==> config.mk <==
export PLATFORM = sky130hd
export DESIGN_NAME = fm_audio_pacer
export DESIGN_NICKNAME = d
export VERILOG_FILES = /design/src/rtl/fm_audio_pacer.sv
export SDC_FILE = /design/constraint.sdc
export NUM_CORES = 1
export LEC_CHECK = 0
export ABC_CLOCK_PERIOD_IN_PS = 4200
export BUFFER_PORTS_ARGS = -buffer_cell sky130_fd_sc_hd__buf_2
export CORE_MARGIN = 5
export CORE_UTILIZATION = 50
export DETAILED_ROUTE_END_ITERATION = 8
export PLACE_DENSITY_LB_ADDON = 0.05
export SLEW_MARGIN = 0
export SYNTH_ARGS = -nofsm -noshare
export SYNTH_HDL_FRONTEND = slang
export SYNTH_SLANG_ARGS = --single-unit
==> constraint.sdc <==
create_clock -name clk_in -period 4.2 [get_ports clk_in]
set_clock_uncertainty 0.05 [all_clocks]
set_input_delay 0.84 -clock clk_in [delete_from_list [all_inputs] [get_ports clk_in]]
set_output_delay 0.84 -clock clk_in [all_outputs]
set_load 0.01 [all_outputs]
==> src/rtl/fm_audio_pacer.sv <==
`default_nettype none
// ============================================================================
// Module   : fm_audio_pacer
// Purpose  : Paces 16-bit signed audio samples into the FM sine generator.
//            Samples arrive over a valid/ready handshake into a small FIFO.
//            One sample is released per audio-rate tick as an offset-binary
//            modulation word. The block also drives the generator's phase-step
//            pulse train. Priming, underrun (carrier-centre parking) and flush
//            are handled here.
// Ports    : clk_in, rst_in (async, active high), enable_in, flush_in,
//            in_data/in_valid/in_ready (sample input handshake),
//            audio_mod_out (offset binary, 16'h8000 = carrier centre),
//            step_out, running_out, underrun_count, fifo_level
// Options  : FM_PACER_SOFT_MUTE_EN - slew audio_mod_out toward centre by
//            RAMP_STEP per tick after leaving RUN instead of snapping to it.
// Revision : 1.0 - initial release
// ============================================================================
module fm_audio_pacer #(
  parameter int          CLK_FREQ    = 250_000_000,
  parameter int          SAMPLE_RATE = 48_000,
  parameter int          STEP_DIV    = 1,
  parameter int          FIFO_DEPTH  = 16,
  parameter int          PRIME_LEVEL = 8,
  parameter logic [15:0] RAMP_STEP   = 16'd512
) (
  input  logic                            clk_in,
  input  logic                            rst_in,
  input  logic                            enable_in,
  input  logic                            flush_in,
  input  logic [15:0]                     in_data,
  input  logic                            in_valid,
  output logic                            in_ready,
  output logic [15:0]                     audio_mod_out,
  output logic                            step_out,
  output logic                            running_out,
  output logic [15:0]                     underrun_count,
  output logic [$clog2(FIFO_DEPTH):0]     fifo_level
);

  localparam int c_AW = $clog2(FIFO_DEPTH);
  localparam int c_LW = c_AW + 1;
  localparam int c_DW = (STEP_DIV > 1) ? $clog2(STEP_DIV) : 1;

  localparam logic [31:0]      c_SR        = 32'(SAMPLE_RATE);
  localparam logic [31:0]      c_CF        = 32'(CLK_FREQ);
  localparam logic [c_LW-1:0]  c_PRIME     = c_LW'(PRIME_LEVEL);
  localparam logic [c_LW-1:0]  c_FULL      = c_LW'(FIFO_DEPTH);
  localparam logic [c_DW-1:0]  c_DIV_LAST  = c_DW'(STEP_DIV - 1);
  localparam logic [15:0]      c_CENTRE    = 16'h8000;

`ifdef FM_PACER_SOFT_MUTE_EN
  localparam logic [15:0]      c_RAMP      = RAMP_STEP;
`else
  // Full-scale step: any word reaches centre in a single update, so the
  // shared slew path degenerates into "force centre on the next edge".
  localparam logic [15:0]      c_RAMP      = RAMP_STEP | 16'hFFFF;
`endif

  localparam logic [1:0] S_IDLE     = 2'd0;
  localparam logic [1:0] S_PRIME    = 2'd1;
  localparam logic [1:0] S_RUN      = 2'd2;
  localparam logic [1:0] S_UNDERRUN = 2'd3;

  // --------------------------------------------------------------------------
  // Registers
  // --------------------------------------------------------------------------
  logic [1:0]       state_q, state_d;
  logic [15:0]      mod_q, mod_d;
  logic [15:0]      urun_q, urun_d;
  logic [31:0]      acc_q;
  logic [c_AW-1:0]  wr_ptr_q, rd_ptr_q;
  logic [c_LW-1:0]  level_q;
  logic [c_DW-1:0]  div_q;
  logic             step_q;
  logic [15:0]      mem_q [FIFO_DEPTH];

  // --------------------------------------------------------------------------
  // Combinational helpers
  // --------------------------------------------------------------------------
  logic [31:0]      w_acc_sum;
  logic             w_tick;
  logic             w_full, w_empty;
  logic             w_in_ready, w_push, w_pop;
  logic [15:0]      w_rd_data;
  logic             w_slew_evt;

  function automatic logic [15:0] f_slew(input logic [15:0] v, input logic [15:0] s);
    logic [15:0] r;
    if (v > c_CENTRE) begin
      r = ((v - c_CENTRE) > s) ? (v - s) : c_CENTRE;
    end else if (v < c_CENTRE) begin
      r = ((c_CENTRE - v) > s) ? (v + s) : c_CENTRE;
    end else begin
      r = v;
    end
    return r;
  endfunction

  assign w_acc_sum  = acc_q + c_SR;
  assign w_tick     = enable_in && (w_acc_sum >= c_CF);
  assign w_full     = (level_q == c_FULL);
  assign w_empty    = (level_q == '0);
  assign w_in_ready = !w_full && !flush_in;
  assign w_push     = in_valid && w_in_ready;
  // Flush wins over pop: a tick coinciding with flush releases nothing.
  assign w_pop      = (state_q == S_RUN) && w_tick && !w_empty && !flush_in;
  assign w_rd_data  = mem_q[rd_ptr_q];

`ifdef FM_PACER_SOFT_MUTE_EN
  // Free-running tick keeps the slew moving while IDLE (enable_in low holds
  // the main accumulator at zero).
  logic [31:0] free_acc_q;
  logic [31:0] w_free_sum;
  logic        w_free_tick;

  assign w_free_sum  = free_acc_q + c_SR;
  assign w_free_tick = (w_free_sum >= c_CF);

  always_ff @(posedge clk_in or posedge rst_in) begin
    if (rst_in) begin
      free_acc_q <= '0;
    end else begin
      free_acc_q <= w_free_tick ? (w_free_sum - c_CF) : w_free_sum;
    end
  end

  assign w_slew_evt = (state_q == S_IDLE) ? w_free_tick : w_tick;
`else
  assign w_slew_evt = 1'b1;
`endif

  // --------------------------------------------------------------------------
  // Sample-rate phase accumulator
  // --------------------------------------------------------------------------
  always_ff @(posedge clk_in or posedge rst_in) begin
    if (rst_in) begin
      acc_q <= '0;
    end else if (!enable_in) begin
      acc_q <= '0;
    end else begin
      acc_q <= w_tick ? (w_acc_sum - c_CF) : w_acc_sum;
    end
  end

  // --------------------------------------------------------------------------
  // Step pulse divider
  // --------------------------------------------------------------------------
  always_ff @(posedge clk_in or posedge rst_in) begin
    if (rst_in) begin
      div_q  <= '0;
      step_q <= 1'b0;
    end else if (!enable_in) begin
      div_q  <= '0;
      step_q <= 1'b0;
    end else begin
      step_q <= (div_q == '0);
      div_q  <= (div_q == c_DIV_LAST) ? '0 : div_q + 1'b1;
    end
  end

  // --------------------------------------------------------------------------
  // Sample FIFO
  // --------------------------------------------------------------------------
  always_ff @(posedge clk_in) begin
    if (w_push) begin
      mem_q[wr_ptr_q] <= in_data;
    end
  end

  always_ff @(posedge clk_in or posedge rst_in) begin
    if (rst_in) begin
      wr_ptr_q <= '0;
      rd_ptr_q <= '0;
      level_q  <= '0;
    end else if (flush_in) begin
      wr_ptr_q <= '0;
      rd_ptr_q <= '0;
      level_q  <= '0;
    end else begin
      if (w_push) wr_ptr_q <= wr_ptr_q + 1'b1;
      if (w_pop)  rd_ptr_q <= rd_ptr_q + 1'b1;
      case ({w_push, w_pop})
        2'b10:   level_q <= level_q + 1'b1;
        2'b01:   level_q <= level_q - 1'b1;
        default: level_q <= level_q;
      endcase
    end
  end

  // --------------------------------------------------------------------------
  // Control FSM and modulation output
  // --------------------------------------------------------------------------
  always_comb begin
    state_d = state_q;
    mod_d   = mod_q;
    urun_d  = urun_q;
    if (!enable_in) begin
      state_d = S_IDLE;
      if (w_slew_evt) mod_d = f_slew(mod_q, c_RAMP);
    end else begin
      case (state_q)
        S_IDLE: begin
          state_d = S_PRIME;
          if (w_slew_evt) mod_d = f_slew(mod_q, c_RAMP);
        end
        S_PRIME, S_UNDERRUN: begin
          if (level_q >= c_PRIME) state_d = S_RUN;
          if (w_slew_evt) mod_d = f_slew(mod_q, c_RAMP);
        end
        S_RUN: begin
          if (w_pop) begin
            mod_d = {~w_rd_data[15], w_rd_data[14:0]};
          end else if (w_tick && w_empty) begin
            state_d = S_UNDERRUN;
            if (urun_q != 16'hFFFF) urun_d = urun_q + 16'd1;
            mod_d = f_slew(mod_q, c_RAMP);
          end
        end
        default: begin
          state_d = S_IDLE;
          mod_d   = c_CENTRE;
        end
      endcase
    end
  end

  always_ff @(posedge clk_in or posedge rst_in) begin
    if (rst_in) begin
      state_q <= S_IDLE;
      mod_q   <= c_CENTRE;
      urun_q  <= '0;
    end else begin
      state_q <= state_d;
      mod_q   <= mod_d;
      urun_q  <= urun_d;
    end
  end

  // --------------------------------------------------------------------------
  // Outputs
  // --------------------------------------------------------------------------
  assign in_ready       = w_in_ready;
  assign audio_mod_out  = mod_q;
  assign step_out       = step_q;
  assign running_out    = (state_q == S_RUN);
  assign underrun_count = urun_q;
  assign fifo_level     = level_q;

endmodule
`default_nettype wire
==> out/qor.yml, run 1 <==
cap_violations: 0
dieArea_sq_um: 32600
dp_hpwl_mm: 20.4
synth_fp_nets: 990
cts.path.max_buffers: 3
synth_seq_cells: 329
peakVddDrop_mv: 0.308
setup-tns-final_ps: 0
wl_mm: 33.1
powerDensity_nw_per_um2: 520
synth_warnings: 0
switchingPower_w: 0.00233
grt_pass1_vias: 8568
place_congestion: 0.860
tightest_slew_ps: 759
cts-hold-fix-buffers: 0
grt_use_total_pct: 20.4
tritoncts: "built"
yosysMostFrequentCell: "edfxtp_1"
synthCells: 957
synth_largest_area_cell: "edfxtp_1"
clkPwrFrac_pct: 40.0
final_cell_area_sq_um: 16900
syn_to_final_growth_pct: 16.0
finalSetupViolCount: 0
yosys.area.top_type_share_pct: 52.9
intPower_w: 0.00644
slew_viol_final: 0
max_slew_margin_pct: 49.4
vias: 8487
hold_path_class: "input pin to async pin"
yosys-top-cells-area: "edfxtp_1, dfrtp_1, mux4_2"
synthTopCellsByCount: "edfxtp_1, dfrtp_1, nand2_1"
dp.cells: 1390
cts_setup_buffers: 0
finalCritPeriodShare_pct: 93.5
ys_types: 79
fp-row-count: 62
clock.fmax_mhz: 255
synth_ff_type: "edfxtp_1"
final_cells: 1458
rsz0062_at_grt: "no"
die_y_um: 181
run_status: "finished clean"
clk_pin_slew_ps: 60
wire_per_inst_um: 22.7
cts_htree_levels: 2
end_kind: "register"
drtIter0Drc: 710
synth_edf_count: 256
cts_sinks: 329
fin_nets: 1078
drtAntennaViolNets: 0
die_w_um: 181
critical_path_class: "register to register"
worst_ep_required_time_ps: 4540
power.share.switching_pct: 26.6
overflow: 0
firstDrtPassIters: 5
crit_path_start_kind: "register"
initial_utilization_pct: 50.7
grt_first_pass_wirelength_mm: 51.7
synth_seq_area_share_pct: 65.4
antenna_found_initial: 0
cp_max_fo: 6
arrival_ps: 4260
period_minus_slack_ps: 3930
drc_errors: 0
viasPerCell: 5.82
async_flop_share_pct: 22.2
drive_gt1_share_pct: 23.9
io_buffers: 60
avgSynthCellArea_sq_um: 15.2
p_seq_share_pct: 43.0
core_sq_um: 28700
diodes: 0
leakage_nw: 5.91
syn_area_sq_um: 14500
grt_max_degree: 38
finalHoldViolCount: 0
ctsRootBufferMaster: "clkbuf_16"
postCtsResizedCells: 0
place_area_sq_um: 15500
pin_count: 61
clock_latency_ps: 520
cts_buffers: 37
p_comb_share_pct: 17.0
## power by group through the flow
| stage | Combinational (W) | Sequential (W) | Clock, W |
|---|---|---|---|
| global route | 0.00166 | 0.00379 | 0.00373 |
| CTS | 0.00148 | 0.00377 | 0.00358 |
| global placement | 0.00146 | 0.00383 | 0 |
| detailed placement | 0.00147 | 0.00383 | 0 |
| floorplan | 0.00124 | 0.00375 | 0 |
| finish | 0.00149 | 0.00377 | 0.00351 |
## placed cells by master (no fill, tap or decap), types with 13 or more instances in the layout
master and count:
mux2i_1 31, dfrtp_1 70, nor2_1 35, buf_4 35
clkbuf_16 38, inv_1 13, nand3_1 27, a21oi_1 27
xor2_1 19, nor3_1 17, edfxtp_1 256, buf_2 60
xnor2_1 34, nand2_1 61, mux4_2 56, and2_1 22
o21ai_0 28, nand4_1 15, and3_1 14
## cell type report
class / count / area, sq um
fill: 2231 / 11800
tap: 384 / 480
clock inverter: 26 / 373
timing repair buffer: 99 / 643
multi-input combinational: 563 / 4820
sequential: 329 / 9520
inverter: 15 / 57.6
clock buffer: 42 / 966
## routing by layer
layer  vias to the layer above  GRT usage [%]  wire, um
met3                        39           3.51      1700
met4                         0           4.20       546
met2                       202           32.8     15800
li1                       3923              -         -
met5                         -              0         0
met1                      4323           29.8     15100
## critical path, cell delays in order (launching register included)
cell,delay (ps)
dfrtp_1,400
inv_1,80
ha_1,190
a21boi_2,190
o211a_1,280
nor3_1,530
or2_2,240
nand3_1,210
o21bai_4,250
and2_1,190
xor2_1,150
ha_1,230
o21ai_0,160
nand4b_1,120
a2bb2oi_1,200
mux2_1,330
## worst paths after layout
kind                                          from  depth (start not counted)  slack (ps)                 end
worst min register to register  underrun_count[11]                          1         430  underrun_count[11]
min in group clk_in             underrun_count[11]                          1         430  underrun_count[11]
worst max register to register            acc_q[9]                         15         270       fifo_level[4]
max in group asynchronous                   rst_in                          3        3000  underrun_count[13]
worst min-delay path                        rst_in                          2         360    audio_mod_out[6]
worst max-delay path                      acc_q[9]                         15         270       fifo_level[4]
## kinds of logic after synthesis
| group | share of synthesized area, % |
|---|---|
| simple gates | 9.38 |
| fa+ha+maj | 1.03 |
| buf+inv | 1.90 |
| compound gates | 7.71 |
| xor+xnor | 3.19 |
| flops | 65.4 |
| mux | 11.3 |
## stage by stage
step	hold slack (ps)	util [%]	worst slack [ps]	total power, W
floorplan	453	-	471	0.00499
global placement	420	54.0	368	0.00530
detailed placement	432	54.0	285	0.00531
CTS	372	58.7	253	0.00883
global route	406	58.7	24.0	0.00918
finish	360	58.7	275	0.00877
## state kept, by name, summed over array words and instances, names as in the netlist
| register | flops |
|---|---|
| acc_q | 25 |
| fifo_level | 5 |
| audio_mod_out | 16 |
| state_q | 2 |
| step_out | 1 |
| underrun_count | 16 |
| wr_ptr_q | 4 |
| mem_q | 256 |
| rd_ptr_q | 4 |
Power figures use the tool's default switching activity.
==> run 2, diff against run 1 <==
--- a/config.mk
+++ b/config.mk
@@ -7,8 +7,9 @@
 export LEC_CHECK = 0
 export ABC_CLOCK_PERIOD_IN_PS = 4200
 export BUFFER_PORTS_ARGS = -buffer_cell sky130_fd_sc_hd__buf_2
+export CORE_ASPECT_RATIO = 1.75
 export CORE_MARGIN = 5
-export CORE_UTILIZATION = 50
+export CORE_UTILIZATION = 60
 export DETAILED_ROUTE_END_ITERATION = 8
 export PLACE_DENSITY_LB_ADDON = 0.05
 export SLEW_MARGIN = 0
==> out/qor.yml, run 2 (synthesis gave the netlist of run 1 again) <==
mostFrequentLayoutCell: "edfxtp_1"
cap_violations: 0
cts_htree_levels: 1
place_congestion: 0.881
die_w_um: 128
fp-row-count: 75
dp_hpwl_mm: 21.2
hold_path_class: "input pin to async pin"
critical_path_class: "register to register"
slew_viol_final: 0
firstDrtPassIters: 7
cp_max_fo: 7
ctsRootBufferMaster: "clkbuf_16"
run_status: "finished clean"
leakage_nw: 5.67
finalCritPeriodShare_pct: 93.1
pin_count: 61
rsz0062_at_grt: "no"
crit_path_start_kind: "register"
core_sq_um: 23900
tightest_slew_ps: 911
die_y_um: 216
max_slew_margin_pct: 39.3
tritoncts: "built"
viasPerCell: 6.32
powerDensity_nw_per_um2: 484
antenna_found_initial: 0
drtIter0Drc: 699
clock.fmax_mhz: 256
clk_pin_slew_ps: 70
arrival_ps: 4300
end_kind: "register"
wl_mm: 33.4
grt_use_total_pct: 24.8
cts_sinks: 329
grt_max_degree: 47
largest-register: "mem_q"
grt_pass1_vias: 8922
layout_common_cells: "edfxtp_1, dfrtp_1, nand2_1"
cts.path.max_buffers: 3
drc_errors: 0
drtAntennaViolNets: 0
syn_to_final_growth_pct: 11.9
finalSetupViolCount: 0
worst_ep_required_time_ps: 4590
reg2reg_from: "acc_q[7]"
peakVddDrop_mv: 0.582
largest_reg_flops: 256
r2r_slack_ps: 290
final_core_util_pct: 68.0
grt_first_pass_wirelength_mm: 51.4
clock_latency_ps: 560
final_cells: 1362
diodes: 0
reg.largest.list: "mem_q (256), acc_q (25)"
initial_utilization_pct: 60.8
drive_gt1_share_pct: 22.8
period_minus_slack_ps: 3910
overflow: 0
dp.cells: 1308
wire_per_inst_um: 24.5
dieArea_sq_um: 27600
setup-tns-final_ps: 0
cts_buffers: 29
vias: 8607
finalHoldViolCount: 0
fin_nets: 1065
fill_cells: 1693
startpoint: "acc_q[7]"
io_buffers: 60
run 2: timing repair:
item,CTS,global route
setup buffers,0,1
hold buffers,0,0
gates resized for setup,0,3
setup endpoints to repair,0,1
run 2: layout make-up:
type,instances,area [sq um],area share (%)
Clock inverter,15,131,0.808
Sequential cell,329,9520,58.5
Multi-Input combinational cell,563,4820,29.6
Inverter,15,57.6,0.354
Timing Repair Buffer,94,593,3.65
Clock buffer,38,759,4.67
Tap cell,308,385,2.37
run 2: worst paths after layout:
kind	end	cells after the start
worst max-delay path	fifo_level[4]	15
worst min-delay path	underrun_count[3]	2
worst max register to register	fifo_level[4]	15
worst min register to register	underrun_count[11]	1
max in group asynchronous	acc_q[7]	3
min in group clk_in	underrun_count[11]	1
run 2: where the power goes:
group          switching [W]  total [W]  internal, W  leakage, nW
logic               0.000939    0.00156     0.000624         1.95
clock network        0.00114    0.00254      0.00140        0.438
registers           0.000157    0.00378      0.00362         3.28
run 2: per-layer routing:
metal  wire, um  track usage [%]  share of wire [%]
met1      12300             30.2                 37
met2      17900             44.5                 54
met3       1840             3.22                5.5
met4       1320             9.88                3.9
met5          0                0                  0
run 2: per-stage QoR:
step	setup slack, ps	power (W)	hold slack [ps]	area, sq um
global placement	318	0.00535	429	15400
global route	35.9	0.00825	424	16300
floorplan	471	0.00499	453	14500
detailed placement	218	0.00536	430	15400
CTS	200	0.00790	367	16200
finish	288	0.00788	354	16300
run 2: critical path: stages, from the launching register on:
cell and delay (ps):
dfrtp_2 430, inv_1 90, ha_1 260, nor2b_1 160, or3_1 380, a211oi_4 360
o311ai_2 190, a32oi_4 370, o21bai_4 90, and2_1 190, xor2_1 160, ha_1 230
o21ai_0 180, nand4b_1 120, a2bb2oi_1 210, mux2_1 340
==> run 3, diff against run 2 <==
--- a/config.mk
+++ b/config.mk
@@ -12,6 +12,7 @@
 export CORE_UTILIZATION = 60
 export DETAILED_ROUTE_END_ITERATION = 8
 export PLACE_DENSITY_LB_ADDON = 0.05
+export REMOVE_ABC_BUFFERS = 1
 export SLEW_MARGIN = 0
 export SYNTH_ARGS = -nofsm -noshare
 export SYNTH_HDL_FRONTEND = slang
==> out/qor.yml, run 3 (synthesis gave the netlist of run 1 again) <==
run_status: "finished clean"
finalCritPeriodShare_pct: 94.5
wire_per_inst_um: 24.6
die_y_um: 216
firstDrtPassIters: 5
hold_path_class: "input pin to async pin"
period_minus_slack_ps: 3970
grt_first_pass_wirelength_mm: 51.8
critical_path_class: "register to register"
drtIter0Drc: 709
overflow: 0
vias: 8604
cts-hold-fix-buffers: 0
wl_met3_mm: 1.67
dp_hpwl_mm: 20.9
slew_viol_final: 0
clock_latency_ps: 560
fin_nets: 1063
syn_to_final_growth_pct: 12.4
fp-row-count: 75
cp_max_fo: 7
leakage_nw: 5.71
reg.largest.list: "mem_q (256), acc_q (25)"
cts_htree_levels: 1
power_w: 0.00803
grt_pass1_vias: 8948
wl_met1_mm: 12.1
core_sq_um: 23900
met2_wirelength_mm: 18.2
powerDensity_nw_per_um2: 491
largest_reg_flops: 256
pin_count: 61
drtAntennaViolNets: 0
final_cells: 1362
layout_common_cells: "edfxtp_1, dfrtp_1, nand2_1"
grt_use_total_pct: 24.9
cts_setup_buffers: 0
worst_ep_required_time_ps: 4580
arrival_ps: 4350
cts.path.max_buffers: 3
max_slew_margin_pct: 40.2
tightest_slew_ps: 895
finalSetupViolCount: 0
viasPerCell: 6.32
crit_path_start_kind: "register"
place_congestion: 0.881
cts_sinks: 329
antenna_found_initial: 1
cap_violations: 0
die_w_um: 128
dp.cells: 1307
largest-register: "mem_q"
wl_mm: 33.6
drive_gt1_share_pct: 23.3
initial_utilization_pct: 60.8
drc_errors: 0
dieArea_sq_um: 27600
layout_setup_ws_ps: 231
finalHoldViolCount: 0
grt_max_degree: 47
clk_pin_slew_ps: 70
mostFrequentLayoutCell: "edfxtp_1"
end_kind: "register"
ctsRootBufferMaster: "clkbuf_16"
hold_ws_ps: 390
tritoncts: "built"
maxUsedRoutingLayer: "met4"
peakVddDrop_mv: 0.389
io_buffers: 60
clock.fmax_mhz: 252
fill_cells: 1670
place_ws_ps: 234
cts_buffers: 29
run 3: cell types whose count changed in the layout (fill, tap and decap cells not counted), moves of 2 or more:
| cell | change |
|---|---|
| bufinv_16 | +2 |
| clkbuf_1 | -2 |
| clkbuf_8 | +3 |
| clkinv_1 | -3 |
| clkinv_2 | -2 |
run 3: worst paths after layout:
path | slack [ps] | depth (start not counted) | endpoint | startpoint
setup / recovery | 230 | 15 | fifo_level[4] | acc_q[7]
hold / removal | 390 | 2 | acc_q[27] | rst_in
setup reg to reg | 230 | 15 | fifo_level[4] | acc_q[7]
hold reg to reg | 440 | 1 | underrun_count[11] | underrun_count[11]
max in group asynchronous | 2820 | 3 | underrun_count[13] | rst_in
min in group clk_in | 440 | 1 | underrun_count[11] | underrun_count[11]
run 3: cell type report:
class	instances	area (sq um)	share of cell area, %
clock buffers	39	793	4.85
inverters	15	57.6	0.352
repair buffers	92	566	3.46
clock inverters	15	195	1.19
multi-input cells	563	4830	29.5
diodes	1	2.50	0.0153
flip-flops and latches	329	9520	58.2
well taps	308	385	2.36
run 3: repair_timing:
item | in CTS | in global routing
hold endpoints to repair | 0 | 0
gates resized for setup | 0 | 5
endpoints found under the setup margin | 0 | 1
run 3: per-layer routing:
layer | track usage, % | up-vias
li1 | - | 3885
met1 | 29.3 | 4356
met2 | 44.9 | 267
met3 | 3.29 | 96
met4 | 11.2 | 0
met5 | 0 | -
run 3: through the flow:
step	utilization (%)	TNS (ps)	instance area, sq um
CTS	68.2	0	16300
floorplan	-	-1680	14300
finish	68.3	0	16300
global route	68.3	-22.1	16300
detailed placement	64.1	0	15300
global placement	64.1	0	15300
run 3: critical path: stages (launching register included):
cell and delay, ps:
dfrtp_2 430, inv_1 90, ha_1 260, nor2b_1 160, or3_1 380, a211oi_4 340
o311ai_2 200, a32oi_4 410, o21bai_4 80, and2_1 190, xor2_1 160, ha_1 230
o21ai_0 170, nand4b_1 110, a2bb2oi_1 220, mux2_1 360
run 3: power by group:
part           leakage [nW]  switching, W  total (W)  internal [W]
Sequential             3.28      0.000163    0.00378       0.00362
Combinational          1.94      0.000911    0.00151      0.000603
Clock                 0.481       0.00116    0.00274       0.00158
Total                  5.71       0.00223    0.00803       0.00580
